**config.mk**
```make
export PLATFORM = sky130hd
export DESIGN_NAME = pipe_ctrl_flat
export DESIGN_NICKNAME = d
export VERILOG_FILES = /design/src/rtl/pipe_ctrl_pkg.sv /design/src/rtl/pipe_ctrl_if.sv /design/src/rtl/pipe_ctrl_wdog.sv /design/src/rtl/pipe_ctrl.sv /design/src/flat_wrapper.sv
export SDC_FILE = /design/constraint.sdc
export NUM_CORES = 1
export LEC_CHECK = 0
export CAP_MARGIN = 20
export CELL_PAD_IN_SITES_DETAIL_PLACEMENT = 1
export CELL_PAD_IN_SITES_GLOBAL_PLACEMENT = 1
export CORE_ASPECT_RATIO = 0.5
export CORE_MARGIN = 2
export CORE_UTILIZATION = 35
export CTS_CLUSTER_SIZE = 14
export DETAILED_ROUTE_END_ITERATION = 8
export PLACE_DENSITY = 0.78
export SYNTH_ARGS = -nofsm -noshare
export SYNTH_HDL_FRONTEND = slang
export SYNTH_SLANG_ARGS = --single-unit
```
**constraint.sdc**
```tcl
create_clock -name clk -period 4.38 [get_ports clk]
set_input_delay 0.876 -clock clk [delete_from_list [all_inputs] [get_ports clk]]
set_output_delay 0.876 -clock clk [all_outputs]
set_load 0.005 [all_outputs]
```
**src/rtl/pipe_ctrl_pkg.sv**
```systemverilog
// Shared pipeline-control definitions: bus widths, stall vectors, exception
// codes and controller state encodings.
package pipe_ctrl_pkg;

    localparam int INST_ADDR_W = 32;

    localparam logic STOP   = 1'b1;
    localparam logic NOSTOP = 1'b0;

    localparam logic [INST_ADDR_W-1:0] ZERO_WORD = '0;

    localparam logic [3:0] EXC_ERET        = 4'hE;
    localparam logic [3:0] EXC_BUS_TIMEOUT = 4'h7;

    // Bit order: {wb, mem_wb, ex_mem, id_ex, if_id, pc}
    localparam logic [5:0] STALL_NONE = {NOSTOP, NOSTOP, NOSTOP, NOSTOP, NOSTOP, NOSTOP};
    localparam logic [5:0] STALL_ID   = {NOSTOP, NOSTOP, NOSTOP, STOP, STOP, STOP};
    localparam logic [5:0] STALL_EX   = {NOSTOP, NOSTOP, STOP, STOP, STOP, STOP};
    localparam logic [5:0] STALL_MEM  = {NOSTOP, STOP, STOP, STOP, STOP, STOP};

    typedef enum logic {
        ST_RUN   = 1'b0,
        ST_FLUSH = 1'b1
    } pipe_state_e;

    function automatic logic [INST_ADDR_W-1:0] exc_vector(
        input logic [INST_ADDR_W-1:0] base,
        input logic [3:0]             cause
    );
        return base + {23'b0, cause, 5'b0};
    endfunction

endpackage

```
**src/rtl/pipe_ctrl_if.sv**
```systemverilog
// Stall/exception bus between the pipeline stages and the central controller.
interface pipe_ctrl_if;
    import pipe_ctrl_pkg::*;

    logic                   stallreq_id;
    logic                   stallreq_ex;
    logic                   stallreq_mem;
    logic                   except_valid;
    logic [3:0]             except_type;
    logic [INST_ADDR_W-1:0] epc_i;
    logic                   cnt_clr;
    logic [5:0]             stall;
    logic                   flush;
    logic [INST_ADDR_W-1:0] new_pc;
    logic                   timeout_o;
    logic [31:0]            stall_cnt;

    modport master (
        output stallreq_id, stallreq_ex, stallreq_mem,
        output except_valid, except_type, epc_i, cnt_clr,
        input  stall, flush, new_pc, timeout_o, stall_cnt
    );

    modport slave (
        input  stallreq_id, stallreq_ex, stallreq_mem,
        input  except_valid, except_type, epc_i, cnt_clr,
        output stall, flush, new_pc, timeout_o, stall_cnt
    );

endinterface

```
**src/rtl/pipe_ctrl_wdog.sv**
```systemverilog
// Memory-stall watchdog: counts consecutive RUN cycles with a data-bus wait
// and flags the cycle in which the wait reaches MEM_TIMEOUT.
module pipe_ctrl_wdog #(
    parameter int MEM_TIMEOUT = 255
) (
    input  logic clk,
    input  logic rst_n,
    input  logic active,
    input  logic stallreq_mem,
    input  logic clr,
    output logic fire
);

    logic [15:0] count;

    // The current cycle is the MEM_TIMEOUT-th consecutive waiting cycle.
    assign fire = active && stallreq_mem && (count == 16'(MEM_TIMEOUT - 1));

    always_ff @(posedge clk or negedge rst_n) begin
        if (!rst_n) begin
            count <= '0;
        end else if (clr || !active || !stallreq_mem) begin
            count <= '0;
        end else begin
            count <= count + 16'd1;
        end
    end

endmodule

```
**src/rtl/pipe_ctrl.sv**
```systemverilog
// Central pipeline controller: stall vector merge, exception/ERET flush
// sequencing with redirect PC, bus watchdog and stall-cycle counter.
module pipe_ctrl
    import pipe_ctrl_pkg::*;
#(
    parameter int                     FLUSH_CYCLES = 1,
    parameter int                     MEM_TIMEOUT  = 255,
    parameter logic [INST_ADDR_W-1:0] EXC_BASE     = 32'h0000_0020
) (
    input  logic           clk,
    input  logic           rst_n,
    pipe_ctrl_if.slave     ctrl
);

    pipe_state_e            state, next_state;
    logic [3:0]             flush_cnt, next_flush_cnt;
    logic [INST_ADDR_W-1:0] new_pc_q, next_new_pc;
    logic                   timeout_q, next_timeout;
    logic [31:0]            stall_cnt_q;
    logic [5:0]             stall_vec;
    logic                   run;
    logic                   wdog_fire;
    logic                   enter_flush;

    assign run         = (state == ST_RUN);
    assign enter_flush = run && (ctrl.except_valid || wdog_fire);

    pipe_ctrl_wdog #(
        .MEM_TIMEOUT (MEM_TIMEOUT)
    ) u_wdog (
        .clk          (clk),
        .rst_n        (rst_n),
        .active       (run),
        .stallreq_mem (ctrl.stallreq_mem),
        .clr          (enter_flush),
        .fire         (wdog_fire)
    );

    always_ff @(posedge clk or negedge rst_n) begin
        if (!rst_n) begin
            state     <= ST_RUN;
            flush_cnt <= '0;
            new_pc_q  <= ZERO_WORD;
            timeout_q <= 1'b0;
        end else begin
            state     <= next_state;
            flush_cnt <= next_flush_cnt;
            new_pc_q  <= next_new_pc;
            timeout_q <= next_timeout;
        end
    end

    // An external exception outranks a coincident watchdog timeout.
    always_comb begin
        next_state     = state;
        next_flush_cnt = flush_cnt;
        next_new_pc    = new_pc_q;
        next_timeout   = 1'b0;
        case (state)
            ST_RUN: begin
                if (enter_flush) begin
                    next_state     = ST_FLUSH;
                    next_flush_cnt = '0;
                    if (ctrl.except_valid) begin
                        next_new_pc = (ctrl.except_type == EXC_ERET) ? ctrl.epc_i
                                    : exc_vector(EXC_BASE, ctrl.except_type);
                    end else begin
                        next_new_pc  = exc_vector(EXC_BASE, EXC_BUS_TIMEOUT);
                        next_timeout = 1'b1;
                    end
                end
            end
            ST_FLUSH: begin
                if (flush_cnt == 4'(FLUSH_CYCLES - 1)) begin
                    next_state     = ST_RUN;
                    next_flush_cnt = '0;
                end else begin
                    next_flush_cnt = flush_cnt + 4'd1;
                end
            end
        endcase
    end

    // The deepest requesting stage wins; nothing stalls while flushing or in reset.
    always_comb begin
        stall_vec = STALL_NONE;
        if (rst_n && run) begin
            if (ctrl.stallreq_mem) begin
                stall_vec = STALL_MEM;
            end else if (ctrl.stallreq_ex) begin
                stall_vec = STALL_EX;
            end else if (ctrl.stallreq_id) begin
                stall_vec = STALL_ID;
            end
        end
    end

    always_ff @(posedge clk or negedge rst_n) begin
        if (!rst_n) begin
            stall_cnt_q <= '0;
        end else if (ctrl.cnt_clr) begin
            stall_cnt_q <= '0;
        end else if ((stall_vec != STALL_NONE) && (stall_cnt_q != 32'hFFFF_FFFF)) begin
            stall_cnt_q <= stall_cnt_q + 32'd1;
        end
    end

    assign ctrl.stall     = stall_vec;
    assign ctrl.flush     = (state == ST_FLUSH);
    assign ctrl.new_pc    = new_pc_q;
    assign ctrl.timeout_o = timeout_q;
    assign ctrl.stall_cnt = stall_cnt_q;

endmodule
```
**src/flat_wrapper.sv**
```systemverilog
// flat-port wrapper written by rule: the top's interface ports become plain ports
module pipe_ctrl_flat import pipe_ctrl_pkg::*;
#(
    parameter int                     FLUSH_CYCLES = 1,
    parameter int                     MEM_TIMEOUT  = 255,
    parameter logic [INST_ADDR_W-1:0] EXC_BASE     = 32'h0000_0020
)
  (clk, rst_n, ctrl_stallreq_id, ctrl_stallreq_ex, ctrl_stallreq_mem, ctrl_except_valid, ctrl_except_type, ctrl_epc_i, ctrl_cnt_clr, ctrl_stall, ctrl_flush, ctrl_new_pc, ctrl_timeout_o, ctrl_stall_cnt);
  pipe_ctrl_if ctrl_i ();
  input  logic clk;
  input  logic rst_n;
  input wire logic [$bits(ctrl_i.stallreq_id)-1:0] ctrl_stallreq_id;
  input wire logic [$bits(ctrl_i.stallreq_ex)-1:0] ctrl_stallreq_ex;
  input wire logic [$bits(ctrl_i.stallreq_mem)-1:0] ctrl_stallreq_mem;
  input wire logic [$bits(ctrl_i.except_valid)-1:0] ctrl_except_valid;
  input wire logic [$bits(ctrl_i.except_type)-1:0] ctrl_except_type;
  input wire logic [$bits(ctrl_i.epc_i)-1:0] ctrl_epc_i;
  input wire logic [$bits(ctrl_i.cnt_clr)-1:0] ctrl_cnt_clr;
  output wire logic [$bits(ctrl_i.stall)-1:0] ctrl_stall;
  output wire logic [$bits(ctrl_i.flush)-1:0] ctrl_flush;
  output wire logic [$bits(ctrl_i.new_pc)-1:0] ctrl_new_pc;
  output wire logic [$bits(ctrl_i.timeout_o)-1:0] ctrl_timeout_o;
  output wire logic [$bits(ctrl_i.stall_cnt)-1:0] ctrl_stall_cnt;
  assign ctrl_i.stallreq_id = ctrl_stallreq_id;
  assign ctrl_i.stallreq_ex = ctrl_stallreq_ex;
  assign ctrl_i.stallreq_mem = ctrl_stallreq_mem;
  assign ctrl_i.except_valid = ctrl_except_valid;
  assign ctrl_i.except_type = ctrl_except_type;
  assign ctrl_i.epc_i = ctrl_epc_i;
  assign ctrl_i.cnt_clr = ctrl_cnt_clr;
  assign ctrl_stall = ctrl_i.stall;
  assign ctrl_flush = ctrl_i.flush;
  assign ctrl_new_pc = ctrl_i.new_pc;
  assign ctrl_timeout_o = ctrl_i.timeout_o;
  assign ctrl_stall_cnt = ctrl_i.stall_cnt;
  pipe_ctrl #(.FLUSH_CYCLES(FLUSH_CYCLES), .MEM_TIMEOUT(MEM_TIMEOUT), .EXC_BASE(EXC_BASE)) u_core (.clk(clk), .rst_n(rst_n), .ctrl(ctrl_i));
endmodule
```
Word level (Yosys, flattened, before mapping)
Index checks and enable logic that the tools add are counted.
{"block": "word_totals", "regBits": 86, "latchBits": 0, "ram_bits": 0, "romBits": 0, "inputBits": 43, "output_inout_bits": 72, "wordCells": 46, "n_memories": 0}
{"block": "op_classes", "n_addsub": 4, "multipliers": 0, "n_div": 0, "n_lt_le_gt_ge": 0, "n_eq_ne": 4, "shifts": 0, "mux": 18, "n_bitwise": 1, "n_reduce_logical": 13}
{"op": "$mux W32", "count": 4}
{"op": "$add A32 B1 Y32 const B", "count": 1}
{"op": "$ne A32 B32 Y1 const B", "count": 1}
{"op": "$mux W6", "count": 3}
{"op": "$add A16 B1 Y16 const B", "count": 1}
{"op": "$eq A16 B8 Y1 const B", "count": 1}
{"op": "$mux W16", "count": 1}
{"op": "$add A6 B9 Y10 const A", "count": 1}
{"op": "$mux W4", "count": 2}
{"op": "$pmux W4 S2", "count": 1}
{"op": "$reduce_bool A6 Y1", "count": 1}
{"op": "$logic_and A1 B1 Y1", "count": 5}
{"op": "$mux W1", "count": 5}
{"op": "$add A4 B1 Y4 const B", "count": 1}
{"op": "$eq A4 B4 Y1 const B", "count": 1}
{"op": "$logic_not A4 Y1", "count": 1}
{"op": "$logic_or A1 B1 Y1", "count": 3}
{"op": "$mux W3", "count": 1}
{"op": "$ne A2 B2 Y1 const B", "count": 1}
{"op": "$pmux W1 S2", "count": 1}
{"op": "$reduce_and A2 Y1", "count": 1}
{"op": "$reduce_bool A2 Y1", "count": 1}
{"op": "$logic_not A1 Y1", "count": 1}
{"op": "$not A1 Y1", "count": 1}

Longest topological paths before layout
{"block": "depth", "ltp_word": 8, "depth_mapped": 8, "depth_no_buf": 7}

Hierarchy
Synthesis repeated with hierarchy kept, for this count alone.
{"block": "unflattened", "cells_unflattened": 426, "area_unflattened_um2": 4364.2}
{"module": "pipe_ctrl", "instances": 1, "cells_each": 336, "area_per_inst_um2": 3499.6, "seq_area_each_um2": 1751.7}
{"module": "pipe_ctrl_wdog", "instances": 1, "cells_each": 90, "area_per_inst_um2": 864.6, "seq_area_each_um2": 400.4}

Worst setup path before layout
No wires, ideal clock.
{"block": "synth_path", "path_type": "input to output", "from": "input ctrl_stallreq_ex", "to": "output ctrl_stall[1]", "arrival_time_ns": 1.761, "t_required_ns": 3.504, "path_slack_ns": 1.743, "cell_stages": 4, "n_path_buf": 1, "path_cell_list": "nor3_1 -> nand2b_1 -> inv_1 -> buf_4"}
{"block": "synth_via", "elab_chain_len": 3}
{"item": "start, declared", "line_no": "flat_wrapper.sv:13", "source": "input wire logic [$bits(ctrl_i.stallreq_ex)-1:0] ctrl_stallreq_ex;"}
{"item": "$mux W6", "line_no": "pipe_ctrl.sv:90", "source": "end else if (ctrl.stallreq_ex) begin"}
{"item": "$mux W6", "line_no": "pipe_ctrl.sv:88", "source": "if (ctrl.stallreq_mem) begin"}
{"item": "$mux W6", "line_no": "pipe_ctrl.sv:87", "source": "if (rst_n && run) begin"}
{"item": "end, declared", "line_no": "flat_wrapper.sv:19", "source": "output wire logic [$bits(ctrl_i.stall)-1:0] ctrl_stall;"}
Every way passes these cells.

Worst setup path after layout
{"block": "layout_path", "from": "input ctrl_stallreq_mem", "to": "output ctrl_stall[1]"}
{"block": "layout_via", "elab_chain_len": 2}
{"item": "start, declared", "line_no": "flat_wrapper.sv:14", "source": "input wire logic [$bits(ctrl_i.stallreq_mem)-1:0] ctrl_stallreq_mem;"}
{"item": "$mux W6", "line_no": "pipe_ctrl.sv:88"}
{"item": "$mux W6", "line_no": "pipe_ctrl.sv:87"}
Every way passes these cells.

==> flow_summary.html <==
<table>
<tr><th>Metric</th><th>Value</th></tr>
<tr><th colspan="2">Hold path</th></tr>
<tr><td>Path type of the worst min-delay path</td><td>input port to asynchronous set/reset pin</td></tr>
<tr><th colspan="2">Floorplanning</th></tr>
<tr><td>Placeable core region</td><td>12700 sq um</td></tr>
<tr><td>Row count</td><td>29</td></tr>
<tr><td>Chip width</td><td>165 um</td></tr>
<tr><td>Top Ports</td><td>115</td></tr>
<tr><td>Chip Height</td><td>84.5 um</td></tr>
<tr><td>Initial cell density of the core</td><td>0.358</td></tr>
<tr><td>DIE AREA</td><td>13900 sq um</td></tr>
<tr><th colspan="2">Route</th></tr>
<tr><td>Vias/cell</td><td>5.33</td></tr>
<tr><td>Total detailed-routing wirelength</td><td>12800 um</td></tr>
<tr><td>Via count of the routed design</td><td>4022</td></tr>
<tr><td>First-pass iteration count of the detailed router</td><td>4</td></tr>
<tr><td>Remaining DRCs</td><td>0</td></tr>
<tr><td>DRT antenna net count</td><td>0</td></tr>
<tr><td>Starting DRT DRC Count</td><td>253</td></tr>
<tr><td>Mean routed wirelength per cell</td><td>16.9 um</td></tr>
<tr><th colspan="2">Setup path</th></tr>
<tr><td>Stages on worst setup path</td><td>5</td></tr>
<tr><td>Kind of launch point of the worst setup path</td><td>input port</td></tr>
<tr><td>Worst r2r path cells</td><td>6</td></tr>
<tr><td>Launching instance or port of the critical path</td><td>ctrl_stallreq_mem</td></tr>
<tr><td>Count of buffering cells on the critical path with inverters included</td><td>3</td></tr>
<tr><td>Critical path cell sequence</td><td>clkdlybuf4s50_1 &gt; nor3_1 &gt; nand2b_1 &gt; inv_1 &gt; clkdlybuf4s50_1</td></tr>
<tr><td>Most frequent CP cell</td><td>clkdlybuf4s50_1</td></tr>
<tr><td>Cell with the largest stage delay on the worst path</td><td>clkdlybuf4s50_1</td></tr>
<tr><td>Worst Path Arrival</td><td>2.77 ns</td></tr>
<tr><td>Setup slack of the worst register-to-register path</td><td>1.90 ns</td></tr>
<tr><td>Critical Path Sink</td><td>ctrl_stall[1]</td></tr>
<tr><td>CP top delay family</td><td>buffers and inverters</td></tr>
<tr><td>Highest net fanout along the worst path</td><td>6</td></tr>
<tr><td>Worst Setup End Kind</td><td>output pin</td></tr>
<tr><td>CP required</td><td>3.50 ns</td></tr>
<tr><td>RR Startpoint</td><td>u_core.u_wdog.count[10]</td></tr>
<tr><td>Category of the most critical setup path</td><td>input port to output pin</td></tr>
<tr><td>Endpoint of the most critical register-to-register path</td><td>u_core.ctrl.new_pc[7]</td></tr>
<tr><td>Maximum single-stage delay on the critical path</td><td>0.52 ns</td></tr>
<tr><th colspan="2">Yosys</th></tr>
<tr><td>Flip-flop cell with the highest count after synthesis</td><td>dfrtp_1</td></tr>
<tr><td>Top area cells in the synthesized netlist</td><td>dfrtp_1 (47%), o31ai_1 (6.6%), o21ai_0 (5.4%), nand2_1 (4.1%), nor2_1 (3.5%)</td></tr>
<tr><td>Cell types with the highest counts after synthesis</td><td>dfrtp_1 (86), nand2_1 (50), o21ai_0 (49)</td></tr>
<tr><td>Synth Instances</td><td>480</td></tr>
<tr><td>Count of synthesis-stage warnings from yosys</td><td>0</td></tr>
<tr><td>Synthesized area divided by synthesized cell count</td><td>9.45 sq um</td></tr>
<tr><td>Number of enable-type register cells in the synthesized netlist</td><td>0</td></tr>
<tr><td>Most instantiated library cell after synthesis</td><td>dfrtp_1</td></tr>
<tr><td>Sequential share of the synthesized area</td><td>0.474</td></tr>
<tr><td>Share of Yosys cell area claimed by the top area cell type</td><td>0.474</td></tr>
<tr><td>Post-synthesis cell type with the largest combined area</td><td>dfrtp_1</td></tr>
<tr><td>Number of distinct library cells after synthesis</td><td>51</td></tr>
<tr><td>Share of flip-flops with an asynchronous set or reset after synthesis</td><td>1.00</td></tr>
<tr><td>Synthesized cell area</td><td>4540 sq um</td></tr>
<tr><td>Net count after synthesis</td><td>530</td></tr>
<tr><td>Synth Register Bits</td><td>86</td></tr>
<tr><th colspan="2">Clock network</th></tr>
<tr><td>Number of clock sinks seen by CTS</td><td>86</td></tr>
<tr><td>Max Buffers Root-to-Sink</td><td>2</td></tr>
<tr><td>CTS Root Cell</td><td>clkbuf_16</td></tr>
<tr><td>Number of levels in the clock H-tree</td><td>3</td></tr>
<tr><td>CTS tree</td><td>done</td></tr>
<tr><td>Total CTS buffers</td><td>9</td></tr>
<tr><td>Clk Latency, worst-skew pair</td><td>0.35 ns</td></tr>
<tr><td>Clock slew seen by the registers of the worst setup and hold paths</td><td>0.07 ns</td></tr>
<tr><td>Post-CTS Hold Fix Bufs</td><td>0</td></tr>
<tr><td>Resize count post-CTS</td><td>0</td></tr>
<tr><td>Number of buffers added for setup after CTS</td><td>0</td></tr>
<tr><th colspan="2">Placed design</th></tr>
<tr><td>Detailed Place HPWL</td><td>8780 um</td></tr>
<tr><td># port buffers</td><td>113</td></tr>
<tr><td>Final weighted congestion in routability-driven placement</td><td>0.758</td></tr>
<tr><td>Setup slack after placement</td><td>0.719 ns</td></tr>
<tr><th colspan="2">Final layout</th></tr>
<tr><td>Synthesis-to-finish area growth</td><td>33.9%</td></tr>
<tr><td>Fraction of layout cells with a size suffix above 1</td><td>0.0753</td></tr>
<tr><td>Count of inserted antenna diode cells</td><td>0</td></tr>
<tr><td>Layout net count</td><td>629</td></tr>
<tr><th colspan="2">STA</th></tr>
<tr><td>Worst-case setup margin in the final layout</td><td>0.732 ns</td></tr>
<tr><td>Max-slew violations</td><td>0</td></tr>
<tr><td>Final Skew</td><td>0.00884 ns</td></tr>
<tr><td>Post-route fraction of the period consumed by the critical path</td><td>0.833</td></tr>
<tr><td>Total Negative Setup Slacks</td><td>0 ns</td></tr>
<tr><td>Hold Violations, Final</td><td>0</td></tr>
<tr><td>Setup repair after global routing missed its margin</td><td>no</td></tr>
<tr><td>Max transition margin</td><td>0.310</td></tr>
<tr><td>Highest Clock Rate</td><td>0.274 GHz</td></tr>
<tr><td>Worst-Margin Slew</td><td>1.03 ns</td></tr>
<tr><td>Min cycle time layout</td><td>3.65 ns</td></tr>
<tr><td>Final setup vio count</td><td>0</td></tr>
<tr><th colspan="2">Global route</th></tr>
<tr><td>Overflow after GRT</td><td>0</td></tr>
<tr><td>First-pass GRT wire length</td><td>20800 um</td></tr>
<tr><td>Via count of the first global-routing pass</td><td>3987</td></tr>
<tr><td>Antenna violations before repair</td><td>0</td></tr>
<tr><td>Global router's overall resource usage</td><td>0.187</td></tr>
<tr><td>Pin count of the biggest net entering global routing</td><td>67</td></tr>
<tr><th colspan="2">Power</th></tr>
<tr><td>Internal power summed over all cells</td><td>1290 uW</td></tr>
<tr><td>Static leakage</td><td>0.00235 uW</td></tr>
<tr><td>Part of the total power dissipated in sequential elements</td><td>0.466</td></tr>
<tr><td>Switching part of the total</td><td>0.265</td></tr>
<tr><td>Share of power burned in combinational logic</td><td>0.092</td></tr>
<tr><td>Power per standard cell area</td><td>290 nW/um^2</td></tr>
<tr><td>P_sw</td><td>467 uW</td></tr>
<tr><td>Part of the total power dissipated in the clock network</td><td>0.442</td></tr>
<tr><td>IR drop worst, VDD</td><td>0.000158 V</td></tr>
<tr><th colspan="2">Flow run</th></tr>
<tr><td>Max cap viols</td><td>0</td></tr>
<tr><th colspan="2">Status</th></tr>
<tr><td>Result of the run</td><td>finished, final reports clean</td></tr>
</table>
## stage by stage
stage	hold WS, ns	power [uW]	std cells	utilization	instance area, sq um
floorplan	0.442	894	480	-	4540
global placement	0.472	996	738	0.456	5770
detailed placement	0.478	1000	738	0.456	5770
CTS	0.418	1780	754	0.480	6070
global route	0.423	1830	754	0.480	6070
finish	0.412	1760	754	0.480	6070
## placed cells by master (no fill, tap or decap), types with 3 or more instances in the layout
| master | count |
|---|---|
| a21oi_1 | 23 |
| and3_1 | 7 |
| buf_4 | 6 |
| clkbuf_16 | 9 |
| clkdlybuf4s50_1 | 112 |
| dfrtp_1 | 85 |
| ha_1 | 7 |
| inv_1 | 9 |
| inv_8 | 3 |
| mux2_2 | 4 |
| mux2i_1 | 4 |
| nand2_1 | 50 |
| nand2b_1 | 5 |
| nand3_1 | 18 |
| nand4_1 | 12 |
| nor2_1 | 42 |
| nor2b_1 | 6 |
| nor3_1 | 6 |
| nor4_1 | 4 |
| o21ai_0 | 49 |
| o31ai_1 | 40 |
| o41ai_1 | 4 |
| or3_1 | 9 |
| or4_1 | 11 |
| or4b_1 | 4 |
| xnor2_1 | 10 |
| xor2_1 | 8 |
## kinds of logic (layout without fill, tap and decap cells)
kind of cell	count (synthesis)	in the layout	share of synthesized area
AO/OA/AOI/OAI	128	128	0.176
XOR/XNOR	18	18	0.0347
multiplexers	9	9	0.0221
adder cells (fa/ha/maj)	7	7	0.0193
flip-flops	86	86	0.474
buffers and inverters	39	143	0.0408
other	1	1	0.000827
AND/OR/NAND/NOR	192	192	0.232
## cell type report
class / count / area [sq um]
Timing Repair Buffer: 118 / 1170
Tap cell: 170 / 213
Sequential cell: 86 / 2150
Multi-Input combinational cell: 355 / 2210
Inverter: 9 / 33.8
Clock inverter: 7 / 76.3
Fill cell: 1448 / 6590
Clock buffer: 9 / 225
## how the worst min path moves through the flow
stage                                   endpoint
after CTS                 u_core.ctrl.new_pc[23]
after global placement       u_core.flush_cnt[3]
after global routing      u_core.ctrl.new_pc[23]
final                     u_core.ctrl.new_pc[24]
after floorplan              u_core.flush_cnt[3]
after detailed placement     u_core.flush_cnt[3]
## flip-flops by register name (all words and copies together) (netlist names)
| signal | cells |
|---|---|
| u_core.ctrl.new_pc | 32 |
| u_core.ctrl.stall_cnt | 32 |
| u_core.u_wdog.count | 16 |
| u_core.flush_cnt | 4 |
| u_core.ctrl.flush | 1 |
| u_core.ctrl.timeout_o | 1 |
## power groups by stage
| stage | logic [uW] | clock network (uW) | registers [uW] |
|---|---|---|---|
| after global routing | 180 | 830 | 821 |
| after global placement | 162 | 0 | 834 |
| final | 162 | 778 | 819 |
| after floorplan | 63.1 | 0 | 831 |
| after CTS | 166 | 795 | 819 |
| after detailed placement | 165 | 0 | 834 |
## layer usage
| metal | GRT usage | vias up | share of wire |
|---|---|---|---|
| met5 | 0 | - | 0 |
| met3 | 0.0375 | 11 | 0.032 |
| met1 | 0.258 | 2002 | 0.48 |
| li1 | - | 1943 | - |
| met4 | 0.0427 | 0 | 0.0089 |
| met2 | 0.306 | 66 | 0.48 |
## worst reg2reg max path, delay by kind of cell, from the launching register on
| kind | cells | cell delay, ns |
|---|---|---|
| buffers and inverters | 1 | 0.32 |
| flip-flops | 1 | 0.41 |
| AND/OR/NAND/NOR | 2 | 1.01 |
| AO/OA/AOI/OAI | 3 | 0.61 |
(Power assumes the default switching activity.)
